<file path="config.mk">
export PLATFORM = sky130hd
export DESIGN_NAME = i2c_master_sequencer
export DESIGN_NICKNAME = d
export VERILOG_FILES = /design/src/rtl/i2c_master_sequencer_pkg.sv /design/src/rtl/i2c_master_sequencer_fifo.sv /design/src/rtl/i2c_master_sequencer.sv
export SDC_FILE = /design/constraint.sdc
export NUM_CORES = 1
export LEC_CHECK = 0
export CAP_MARGIN = 20
export CELL_PAD_IN_SITES_DETAIL_PLACEMENT = 0
export CELL_PAD_IN_SITES_GLOBAL_PLACEMENT = 1
export CORE_MARGIN = 2
export CORE_UTILIZATION = 30
export CTS_CLUSTER_DIAMETER = 60
export DETAILED_ROUTE_END_ITERATION = 6
export PLACE_DENSITY = 0.65
export SYNTH_ARGS = -nofsm -noshare
export SYNTH_HDL_FRONTEND = slang
export SYNTH_HIERARCHICAL = 1
export SYNTH_SLANG_ARGS = --single-unit
</file>
<file path="constraint.sdc">
create_clock -name clk -period 6 [get_ports clk]
set_input_delay 0.9 -clock clk [delete_from_list [all_inputs] [get_ports clk]]
set_output_delay 0.9 -clock clk [all_outputs]
set_load 0.05 [all_outputs]
</file>
<file path="src/rtl/i2c_master_sequencer_pkg.sv">
// Shared definitions for the I2C transaction sequencer: mode codes,
// control-register bit positions and FSM state encodings.
package i2c_master_sequencer_pkg;

  localparam logic [1:0] MODE_NONE = 2'b00;
  localparam logic [1:0] MODE_R    = 2'b01;
  localparam logic [1:0] MODE_W    = 2'b10;
  localparam logic [1:0] MODE_WR   = 2'b11;

  localparam int CTRL_ST    = 7;
  localparam int CTRL_ABORT = 8;
  localparam int CTRL_FLUSH = 9;

  typedef enum logic [3:0] {
    IDLE, WAIT_RDY, START, ADDR, WDATA, RSTART, RADDR, RDATA, STOP, ERR
  } state_t;

  // Per-byte handshake inside WDATA: pop the FIFO, present the byte, await ACK
  typedef enum logic [1:0] {W_POP, W_SEND, W_ACK} wphase_t;

  // Address byte as it goes on the wire: 7-bit address followed by R/W bit
  function automatic logic [7:0] addrByte(input logic [6:0] addr, input logic rd);
    return {addr, rd};
  endfunction

endpackage

</file>
<file path="src/rtl/i2c_master_sequencer_fifo.sv">
// Byte FIFO used for both the TX and RX payload buffers. Writes when full
// are dropped; reads when empty leave dataOut at its last value.
module i2c_master_sequencer_fifo #(
  parameter int FIFO_SIZE_EXP = 3
) (
  input  logic       clk,
  input  logic       reset,
  input  logic       put,
  input  logic [7:0] dataIn,
  input  logic       get,
  output logic [7:0] dataOut,
  input  logic       flush,
  output logic       empty,
  output logic       full
);

  localparam int DEPTH = 1 << FIFO_SIZE_EXP;
  localparam logic [FIFO_SIZE_EXP:0] FULL_LEVEL = {1'b1, {FIFO_SIZE_EXP{1'b0}}};

  logic [7:0]             mem [DEPTH];
  logic [FIFO_SIZE_EXP:0] wrPtr;
  logic [FIFO_SIZE_EXP:0] rdPtr;
  logic [FIFO_SIZE_EXP:0] level;
  logic                   doPut;
  logic                   doGet;

  assign level = wrPtr - rdPtr;
  assign empty = (level == '0);
  assign full  = (level == FULL_LEVEL);
  assign doPut = put & ~full & ~flush;
  assign doGet = get & ~empty & ~flush;

  // Pointer update; flush discards all stored bytes
  always_ff @(posedge clk or negedge reset) begin
    if (!reset) begin
      wrPtr <= '0;
      rdPtr <= '0;
    end else if (flush) begin
      wrPtr <= '0;
      rdPtr <= '0;
    end else begin
      if (doPut) wrPtr <= wrPtr + 1'b1;
      if (doGet) rdPtr <= rdPtr + 1'b1;
    end
  end

  // Storage and registered read port
  always_ff @(posedge clk) begin
    if (doPut) mem[wrPtr[FIFO_SIZE_EXP-1:0]] <= dataIn;
    if (doGet) dataOut <= mem[rdPtr[FIFO_SIZE_EXP-1:0]];
  end

endmodule

</file>
<file path="src/rtl/i2c_master_sequencer.sv">
// I2C transaction sequencer: turns one ST write into a complete W, R or
// W-restart-R transaction on the byte-level engine, with TX/RX buffering.
module i2c_master_sequencer
  import i2c_master_sequencer_pkg::*;
#(
  parameter int FIFO_DEPTH_EXP = 3,
  parameter int LEN_W          = 16,
  parameter int START_HOLD     = 15
) (
  input  logic             clk,
  input  logic             reset,
  input  logic             isReady,
  output logic             start,
  output logic             send,
  output logic [7:0]       datasend,
  input  logic             sended,
  input  logic             nack,
  output logic             receive,
  input  logic [7:0]       datareceive,
  input  logic             received,
  input  logic [6:0]       address,
  input  logic             loadAddress,
  input  logic [LEN_W-1:0] lenWrite,
  input  logic [LEN_W-1:0] lenRead,
  input  logic             loadLength,
  input  logic [15:0]      control,
  input  logic             loadControl,
  output logic [15:0]      status,
  input  logic             toPut,
  input  logic [7:0]       dataTo,
  input  logic             fromGet,
  output logic [7:0]       dataFrom,
  output logic             done
);

  localparam int HOLD_W = $clog2(START_HOLD + 1);
  localparam logic [HOLD_W-1:0] HOLD_LAST = HOLD_W'(START_HOLD - 1);
  localparam logic [LEN_W-1:0]  LEN_ONE   = {{(LEN_W-1){1'b0}}, 1'b1};

  state_t            state;
  wphase_t           wPhase;
  logic [1:0]        ctrlMode;
  logic              ctrlSt;
  logic [6:0]        addrReg;
  logic [LEN_W-1:0]  lenWrReg, lenRdReg, wrCnt, rdCnt;
  logic [HOLD_W-1:0] holdCnt;
  logic              sendedQ, receivedQ, sendedRise, receivedRise;
  logic              doneFlag, nackErr, lenErr, busy;
  logic              abortReq, flushIdle;
  logic              txEmpty, txFull, rxEmpty, rxFull, txGet, txFlush, rxPut;
  logic [7:0]        txData;
  logic              unusedCtrlBits;

  assign unusedCtrlBits = ^{control[15:10], control[6:2]};

  assign sendedRise   = sended & ~sendedQ;
  assign receivedRise = received & ~receivedQ;
  assign busy         = (state != IDLE);
  assign abortReq     = loadControl & control[CTRL_ABORT];
  assign flushIdle    = loadControl & control[CTRL_FLUSH] & ~busy;
  assign txGet        = (state == WDATA) && (wPhase == W_POP) && !txEmpty;
  assign txFlush      = abortReq | flushIdle | (state == ERR);
  assign rxPut        = (state == RDATA) & receivedRise;
  assign status       = {8'h00, lenErr, nackErr, doneFlag, busy, rxFull, rxEmpty, txFull, txEmpty};

  i2c_master_sequencer_fifo #(.FIFO_SIZE_EXP(FIFO_DEPTH_EXP)) txFifo (
    .clk(clk), .reset(reset), .put(toPut), .dataIn(dataTo), .get(txGet),
    .dataOut(txData), .flush(txFlush), .empty(txEmpty), .full(txFull)
  );

  i2c_master_sequencer_fifo #(.FIFO_SIZE_EXP(FIFO_DEPTH_EXP)) rxFifo (
    .clk(clk), .reset(reset), .put(rxPut), .dataIn(datareceive), .get(fromGet),
    .dataOut(dataFrom), .flush(flushIdle), .empty(rxEmpty), .full(rxFull)
  );

  // Register file, edge detectors and the transaction FSM with registered outputs
  always_ff @(posedge clk or negedge reset) begin
    if (!reset) begin
      state <= IDLE;       wPhase <= W_POP;
      ctrlMode <= MODE_NONE; ctrlSt <= 1'b0;
      addrReg <= '0;       lenWrReg <= '0;  lenRdReg <= '0;
      wrCnt <= '0;         rdCnt <= '0;     holdCnt <= '0;
      sendedQ <= 1'b0;     receivedQ <= 1'b0;
      doneFlag <= 1'b0;    nackErr <= 1'b0; lenErr <= 1'b0;
      start <= 1'b0;       send <= 1'b0;    receive <= 1'b0;
      datasend <= '0;      done <= 1'b0;
    end else begin
      sendedQ   <= sended;
      receivedQ <= received;
      send      <= 1'b0;
      done      <= 1'b0;
      if (loadAddress && !busy) addrReg <= address;
      if (loadLength && !busy) begin
        lenWrReg <= lenWrite;
        lenRdReg <= lenRead;
      end
      if (abortReq) begin
        state <= IDLE;  ctrlSt <= 1'b0;
        start <= 1'b0;  send <= 1'b0;  receive <= 1'b0;  datasend <= '0;
        done <= 1'b1;   doneFlag <= 1'b1;
      end else begin
        // ST written while busy is simply not latched
        if (loadControl && !busy) begin
          ctrlMode <= control[1:0];
          ctrlSt   <= control[CTRL_ST];
        end
        case (state)
          IDLE: if (ctrlSt && !loadControl) begin
            state <= WAIT_RDY;  ctrlSt <= 1'b0;
            doneFlag <= 1'b0;   nackErr <= 1'b0;  lenErr <= 1'b0;
            wrCnt <= lenWrReg;  rdCnt <= lenRdReg;
          end
          WAIT_RDY: begin
            if (ctrlMode == MODE_NONE || (ctrlMode != MODE_W && rdCnt == '0)) begin
              lenErr <= 1'b1;  done <= 1'b1;  doneFlag <= 1'b1;  state <= IDLE;
            end else if (isReady) begin
              start <= 1'b1;  holdCnt <= '0;  state <= START;
            end
          end
          START, RSTART: begin
            holdCnt <= holdCnt + 1'b1;
            if (holdCnt == HOLD_LAST) begin
              start    <= 1'b0;
              send     <= 1'b1;
              datasend <= addrByte(addrReg, (state == RSTART) || (ctrlMode == MODE_R));
              state    <= (state == START) ? ADDR : RADDR;
            end
          end
          ADDR: if (sendedRise) begin
            if (nack) state <= ERR;
            else if (ctrlMode == MODE_R) state <= RDATA;
            else if (wrCnt != '0) begin
              state <= WDATA;  wPhase <= W_POP;
            end else if (ctrlMode == MODE_WR) begin
              state <= RSTART;  start <= 1'b1;  holdCnt <= '0;
            end else state <= STOP;
          end
          WDATA: begin
            case (wPhase)
              W_POP:  if (!txEmpty) wPhase <= W_SEND;
              W_SEND: begin
                send <= 1'b1;  datasend <= txData;  wPhase <= W_ACK;
              end
              W_ACK: if (sendedRise) begin
                if (nack) state <= ERR;
                else begin
                  if (wrCnt != '0) wrCnt <= wrCnt - LEN_ONE;
                  wPhase <= W_POP;
                  if (wrCnt == LEN_ONE) begin
                    if (ctrlMode == MODE_WR) begin
                      state <= RSTART;  start <= 1'b1;  holdCnt <= '0;
                    end else state <= STOP;
                  end
                end
              end
              default: wPhase <= W_POP;
            endcase
          end
          RADDR: if (sendedRise) state <= nack ? ERR : RDATA;
          RDATA: begin
            // receive falls with each arriving byte and is re-evaluated once the
            // FIFO level and remaining count reflect it; the last byte leaves it low
            if (receivedRise) begin
              receive <= 1'b0;
              if (rdCnt != '0) rdCnt <= rdCnt - LEN_ONE;
              if (rdCnt == LEN_ONE) state <= STOP;
            end else receive <= (rdCnt != '0) && !rxFull;
          end
          STOP: begin
            start <= 1'b0;  send <= 1'b0;  receive <= 1'b0;
            done <= 1'b1;   doneFlag <= 1'b1;  state <= IDLE;
          end
          ERR: begin
            start <= 1'b0;  send <= 1'b0;  receive <= 1'b0;
            nackErr <= 1'b1;  done <= 1'b1;  doneFlag <= 1'b1;  state <= IDLE;
          end
          default: state <= IDLE;
        endcase
      end
    end
  end

endmodule

</file>
# After elaboration in Yosys (flattened, before gate mapping)

Memory sizes are Yosys's and may differ from the RTL's. A register that Yosys moved wholly into a read port is not among the register bits.
Index checks and enable logic that the tools add are counted.

Multiplexer cells: 101
Equal/unequal tests: 57
Reduce and logical (&&, ||, !) cells: 50
$add $sub $neg: 9
Bitwise logic cells: 26

Operators by type and width:

| operator                | number |
|---|---|
| $mux W4                 | 37 |
| $mux W16                | 8 |
| $pmux W16 S2            | 2 |
| $ne A3 B3 Y1 const B    | 16 |
| $eq A16 B1 Y1 const B   | 2 |
| $reduce_bool A16 Y1     | 2 |
| $sub A16 B1 Y16 const B | 2 |
| $mux W1                 | 31 |
| $pmux W4 S7             | 1 |
| $ne A2 B2 Y1 const B    | 13 |
| $mux W8                 | 3 |
| $reduce_and A12 Y1      | 2 |
| $add A4 B1 Y4 const B   | 5 |
| $eq A4 B4 Y1 const B    | 5 |
| $reduce_bool A2 Y1      | 9 |
| $eq A4 B3 Y1 const B    | 4 |
| $logic_not A16 Y1       | 1 |
| $pmux W4 S4             | 1 |
| $pmux W8 S2             | 1 |
| $and A1 B1 Y1           | 14 |
| $mux W2                 | 7 |
| $logic_not A4 Y1        | 3 |
| $ne A3 B2 Y1 const B    | 4 |
| $reduce_bool A4 Y1      | 3 |
| 30 further kinds        | 67 |

RAM bits: 128
Input port bits: 82
Word-level logic and storage cells: 269
Memories kept: 2
Flip-flop bits (word level): 117
Output and inout bits: 36

Memories:

| name       | words | width | rd ports | clocked after Yosys merged registers in | write ports | RTL line                        | RTL |
|---|---|---|---|---|---|---|---|
| rxFifo.mem | 8     | 8     | 1        | 1                                       | 1           | i2c_master_sequencer_fifo.sv:20 | `logic [7:0] mem [DEPTH];` |
| txFifo.mem | 8     | 8     | 1        | 1                                       | 1           | i2c_master_sequencer_fifo.sv:20 |  |

# Depth between registers and ports, before layout

Word-level depth: 9
Depth in mapped cells: 13
Mapped depth without buffers: 10

# By module

The synthesis kept the hierarchy.

By module, submodules not included:

| module                              | times used | cells an instance | seq. area each (µm²) | area an instance (µm²) |
|---|---|---|---|---|
| i2c_master_sequencer                | 1          | 582               | 2527.4               | 5567.8 |
| i2c_master_sequencer_fifo at txFifo | 1          | 207               | 2362.3               | 3375.7 |
| i2c_master_sequencer_fifo at rxFifo | 1          | 206               | 2362.3               | 3368.2 |

# Least setup slack after synthesis

No wires, ideal clock.

Kind: reg2reg
Start point: register txFifo.rdPtr[1]
End point: register txFifo.dataOut[0], read port of txFifo.mem, enable pin
Clock period less this slack: 3.922 ns
Slack: 2.078 ns
Data required time: 5.615 ns
Cell stages (with the launch flop): 11
Arrival time: 3.536 ns
Path buffers: 2
Library setup time: 0.385 ns
Cell sequence: dfrtp_1 > clkbuf_1 > clkbuf_1 > inv_1 > ha_1 > and3b_1 > a211oi_4 > xnor2_2 > nor2_1 > nor4_1 > nor3b_1

Cells in the longest elaborated chain, start to end: 6
Elaborated cells on any way between the ends: 7
Classes of those cells: add/sub: 1; bitwise: 3; reduce/logical: 3

Ends and longest elaborated chain:

| element                     | RTL line                        | RTL |
|---|---|---|
| start: declaration          | i2c_master_sequencer_fifo.sv:22 | `logic [FIFO_SIZE_EXP:0] rdPtr;` |
| start signal: assignment    | i2c_master_sequencer_fifo.sv:43 | `if (doGet) rdPtr <= rdPtr + 1'b1;` |
| $sub A4 B4 Y4               | i2c_master_sequencer_fifo.sv:27 | `assign level = wrPtr - rdPtr;` |
| $logic_not A4 Y1            | i2c_master_sequencer_fifo.sv:28 | `assign empty = (level == '0);` |
| via txEmpty                 | i2c_master_sequencer.sv:50      | `logic txEmpty, txFull, rxEmpty, rxFull, txGet, txFlush, rxPut;` |
| $logic_not A1 Y1            | -                               |  |
| $logic_and A1 B1 Y1         | i2c_master_sequencer.sv:61      | `assign txGet = (state == WDATA) && (wPhase == W_POP) && !txEmpty;` |
| via txGet                   | i2c_master_sequencer.sv:50      |  |
| $and A1 B1 Y1 (2 in series) | i2c_master_sequencer_fifo.sv:31 | `assign doGet = get & ~empty & ~flush;` |
| via txFifo.doGet            | i2c_master_sequencer_fifo.sv:25 | `logic doGet;` |
| end: declaration            | i2c_master_sequencer_fifo.sv:11 | `output logic [7:0] dataOut,` |

The timed path passes the listed nets, and every way through them passes these cells.
A chain may end at the register's enable or synchronous reset.

# Worst setup path after layout

Start point: register txFifo.rdPtr[2]
End point: output port status[0]

Cells in the longest elaborated chain, start to end: 2

Ends and longest elaborated chain:

| element          | RTL line                        | RTL |
|---|---|---|
| $sub A4 B4 Y4    | i2c_master_sequencer_fifo.sv:27 |  |
| $logic_not A4 Y1 | i2c_master_sequencer_fifo.sv:28 |  |
| end: declaration | i2c_master_sequencer.sv:28      | `output logic [15:0] status,` |

No other way between the ends.

==> results.toml <==
[synth]
netlist_area_mm2 = 0.0123
synthAdderAreaFrac_pct = 1.63
synth_compound_area_share_pct = 11.0
yosysMostFrequentCell = "edfxtp_1"
synth_commonest_cells = "144 x edfxtp_1, 121 x nand2_1, 117 x dfrtp_1"
synth_top_area_cell = "edfxtp_1"
ys_seq_area_share_pct = 58.9
yosysTopAreaCellShare_pct = 35.1
ys.flop_type = "edfxtp_1"
synthXorXnorAreaFrac_pct = 1.04
synth_top_family_by_area = "simple AND/OR/NAND/NOR gates"
synth_edf_count = 144
yosys_warnings = 6
syn_inst = 995
yosys.area_share.simple_pct = 13.3
synthTopCellsByArea = "edfxtp_1 35%, dfrtp_1 24%, mux4_2 5.9%, mux2_2 4.3%, nand2_1 3.7%"
synthMuxAreaShare_pct = 10.8
syn_area_per_cell_um2 = 12.4
ys_ff_latch = 261
synthArstFlopShare_pct = 44.8
ys_types = 87

[clocking]
ctsLongestPathBuffers = 3
hold_buffers = 0
cts_setup_buffers = 0
worstSkewPairLatency_ns = 0.52
cts_resized = 0
htreeDepth = 2
cts_tree = "done"
root_buffer = "clkbuf_16"
cts_num_sinks = 261
path_clk_slew_ns = 0.06
numCtsBuffers = 36

[pwr]
ir_drop_mv = 0.324
p_total_w = 0.00699
power_density_mw_per_mm2 = 464
p_leak_nw = 5.50

[timing]
hold_viol_final = 0
rsz0062_at_grt = "false"
slew_headroom_pct = 36.5
setup_violations = 0
fin_worst_skew_ns = 0.0175
period_minus_slack_ns = 5.05
fin_ws_ns = 0.951
fmax_mhz = 198
tightestPinTransition_ns = 0.952
finalCritPeriodShare_pct = 84.1
hold_slack_ns = 0.500
finalMaxSlewViolations = 0
tns_ns = 0

[place]
gp_congestion = 0.782
portBuffers = 98
post_dp_cell_area_mm2 = 0.0138
hpwl_um = 18900
place_ws_ns = 1.41

[outcome]
status = "finished, final reports clean"

[floorplan]
io-pin-count = 118
coreArea_mm2 = 0.0406
rows = 74
start_util_pct = 30.3
die-area_mm2 = 0.0427
die_h_um = 207
die_w_um = 207

[cells_and_area]
fillerInstances = 3922
area_delta_synth_final_pct = 22.3
drive_gt1_share_pct = 16.9
multi_input_area_mm2 = 0.00468
nNetsFinal = 1197
final_area_mm2 = 0.0151
seq_area_mm2 = 0.00725

[global_route]
grt_pass1_wl_um = 45100
grt_usage_pct = 13.4
antenna_found_initial = 1
grt_max_degree = 64
grt_pass1_vias = 8119
overflow = 0

[worst_setup_path]
required_ns = 5.10
start_kind = "register"
regToRegSetupSlack_ns = 1.84
endpoint_kind = "primary output"
cp.arrival_ns = 4.15
path_class = "register to primary output"
crit_fanout = 11

[route]
viasPerCell = 4.94
ant_nets = 0
vias = 8194
dr.pass1.iters = 5
wl_um = 28300
first_iter_violations = 576
wl_per_cell_um = 17.1
drc = 0

[run]
maxCapViolCount = 0

[worst_hold_path]
holdCritPathClass = "register to register"
final cells by class:
class	instances	share of cell area, %
diodes	1	0.0166
flip-flops and latches	261	48.2
well taps	532	4.42
clock inverters	22	1.84
repair buffers	122	7.68
clock buffers	43	6.36
inverters	17	0.424
multi-input cells	661	31.1
stage by stage:
| step | instances | util, % |
|---|---|---|
| after floorplan | 1002 | - |
| after CTS | 1658 | 37.0 |
| after detailed placement | 1593 | 34.0 |
| after global placement | 1591 | 34.0 |
| final | 1659 | 37.0 |
| after global routing | 1658 | 37.0 |
per-layer routing:
layer	track usage, %	share of wire [%]
met5	0	0.049
met1	18.7	47
met2	21.0	47
met4	3.55	1.6
met3	2.92	4.2
report_power, final:
| part | leakage (nW) | internal, W | switching [W] |
|---|---|---|---|
| Sequential | 2.75 | 0.00230 | 0.000343 |
| Combinational | 2.15 | 0.000920 | 0.00123 |
| Clock | 0.597 | 0.00137 | 0.000820 |
| Total | 5.50 | 0.00459 | 0.00240 |
logic make-up (layout without fill, tap and decap cells):
group           count (synthesis)  after routing
simple gates                  338            338
flops                         261            261
xor+xnor                       12             12
mux                            86             86
buf+inv                        80            204
compound gates                201            201
other cells                     1              9
fa+ha+maj                      16             16
state kept, by name, summed over array words and instances, names as in the netlist, 2 cells and up:
register        flops
addrReg             7
ctrlMode            2
datasend            8
holdCnt             4
lenRdReg           16
lenWrReg           16
rdCnt              16
rxFifo/dataOut      8
rxFifo/mem         64
rxFifo/rdPtr        4
rxFifo/wrPtr        4
state               4
txFifo/dataOut      8
txFifo/mem         64
txFifo/rdPtr        4
txFifo/wrPtr        4
wPhase              2
wrCnt              16
critical path, cell delays in order, from the launching register on:
cell	delay, ns
dfrtp_1	0.61
clkinv_1	0.42
ha_1	0.49
and3b_1	0.25
a211oi_4	0.38
xnor2_2	0.23
nor2_1	0.31
clkdlybuf4s50_1	0.92
placed cells by master (no fill, tap or decap), types with 5 or more instances in the layout:
cell type	Yosys	layout
clkbuf_1	21	5
o2bb2ai_1	6	6
nand4_1	6	6
nor2b_1	7	7
nor3b_1	7	7
nand2_1	121	121
o21ai_0	57	57
nor3_1	30	30
o22ai_1	6	6
edfxtp_1	144	144
ha_1	16	16
conb_1	1	8
inv_1	15	15
nand2b_1	9	9
a2bb2oi_1	5	5
mux4_2	32	32
o311ai_0	6	6
clkdlybuf4s50_1	0	97
nand3_1	18	18
xnor2_1	7	7
and3_1	6	6
o211ai_1	11	11
a21o_1	6	6
a21oi_1	47	47
nor2_1	80	80
clkinv_1	2	5
bufinv_16	0	5
a22oi_1	8	8
a311oi_1	8	8
clkbuf_16	0	37
dfrtp_1	117	117
nor4_1	12	11
mux2_2	47	47
buf_4	18	24
or3_1	9	9
worst paths after layout:
| path | cells past startpoint | startpoint | end |
|---|---|---|---|
| setup / recovery | 7 | txFifo/rdPtr[2]$_DFFE_PN0P_ | status[0] |
| hold / removal | 1 | lenRdReg[2]$_DFFE_PN0P_ | lenRdReg[2]$_DFFE_PN0P_ |
| setup reg to reg | 9 | txFifo/rdPtr[2]$_DFFE_PN0P_ | txFifo/dataOut[7]$_DFFE_PP_ |
| hold reg to reg | 1 | lenRdReg[2]$_DFFE_PN0P_ | lenRdReg[2]$_DFFE_PN0P_ |
| max in group asynchronous | 2 | reset | sendedQ$_DFF_PN0_ |
| min in group asynchronous | 1 | reset | lenRdReg[11]$_DFFE_PN0P_ |
No activity file was read; power rests on OpenSTA's default activity.
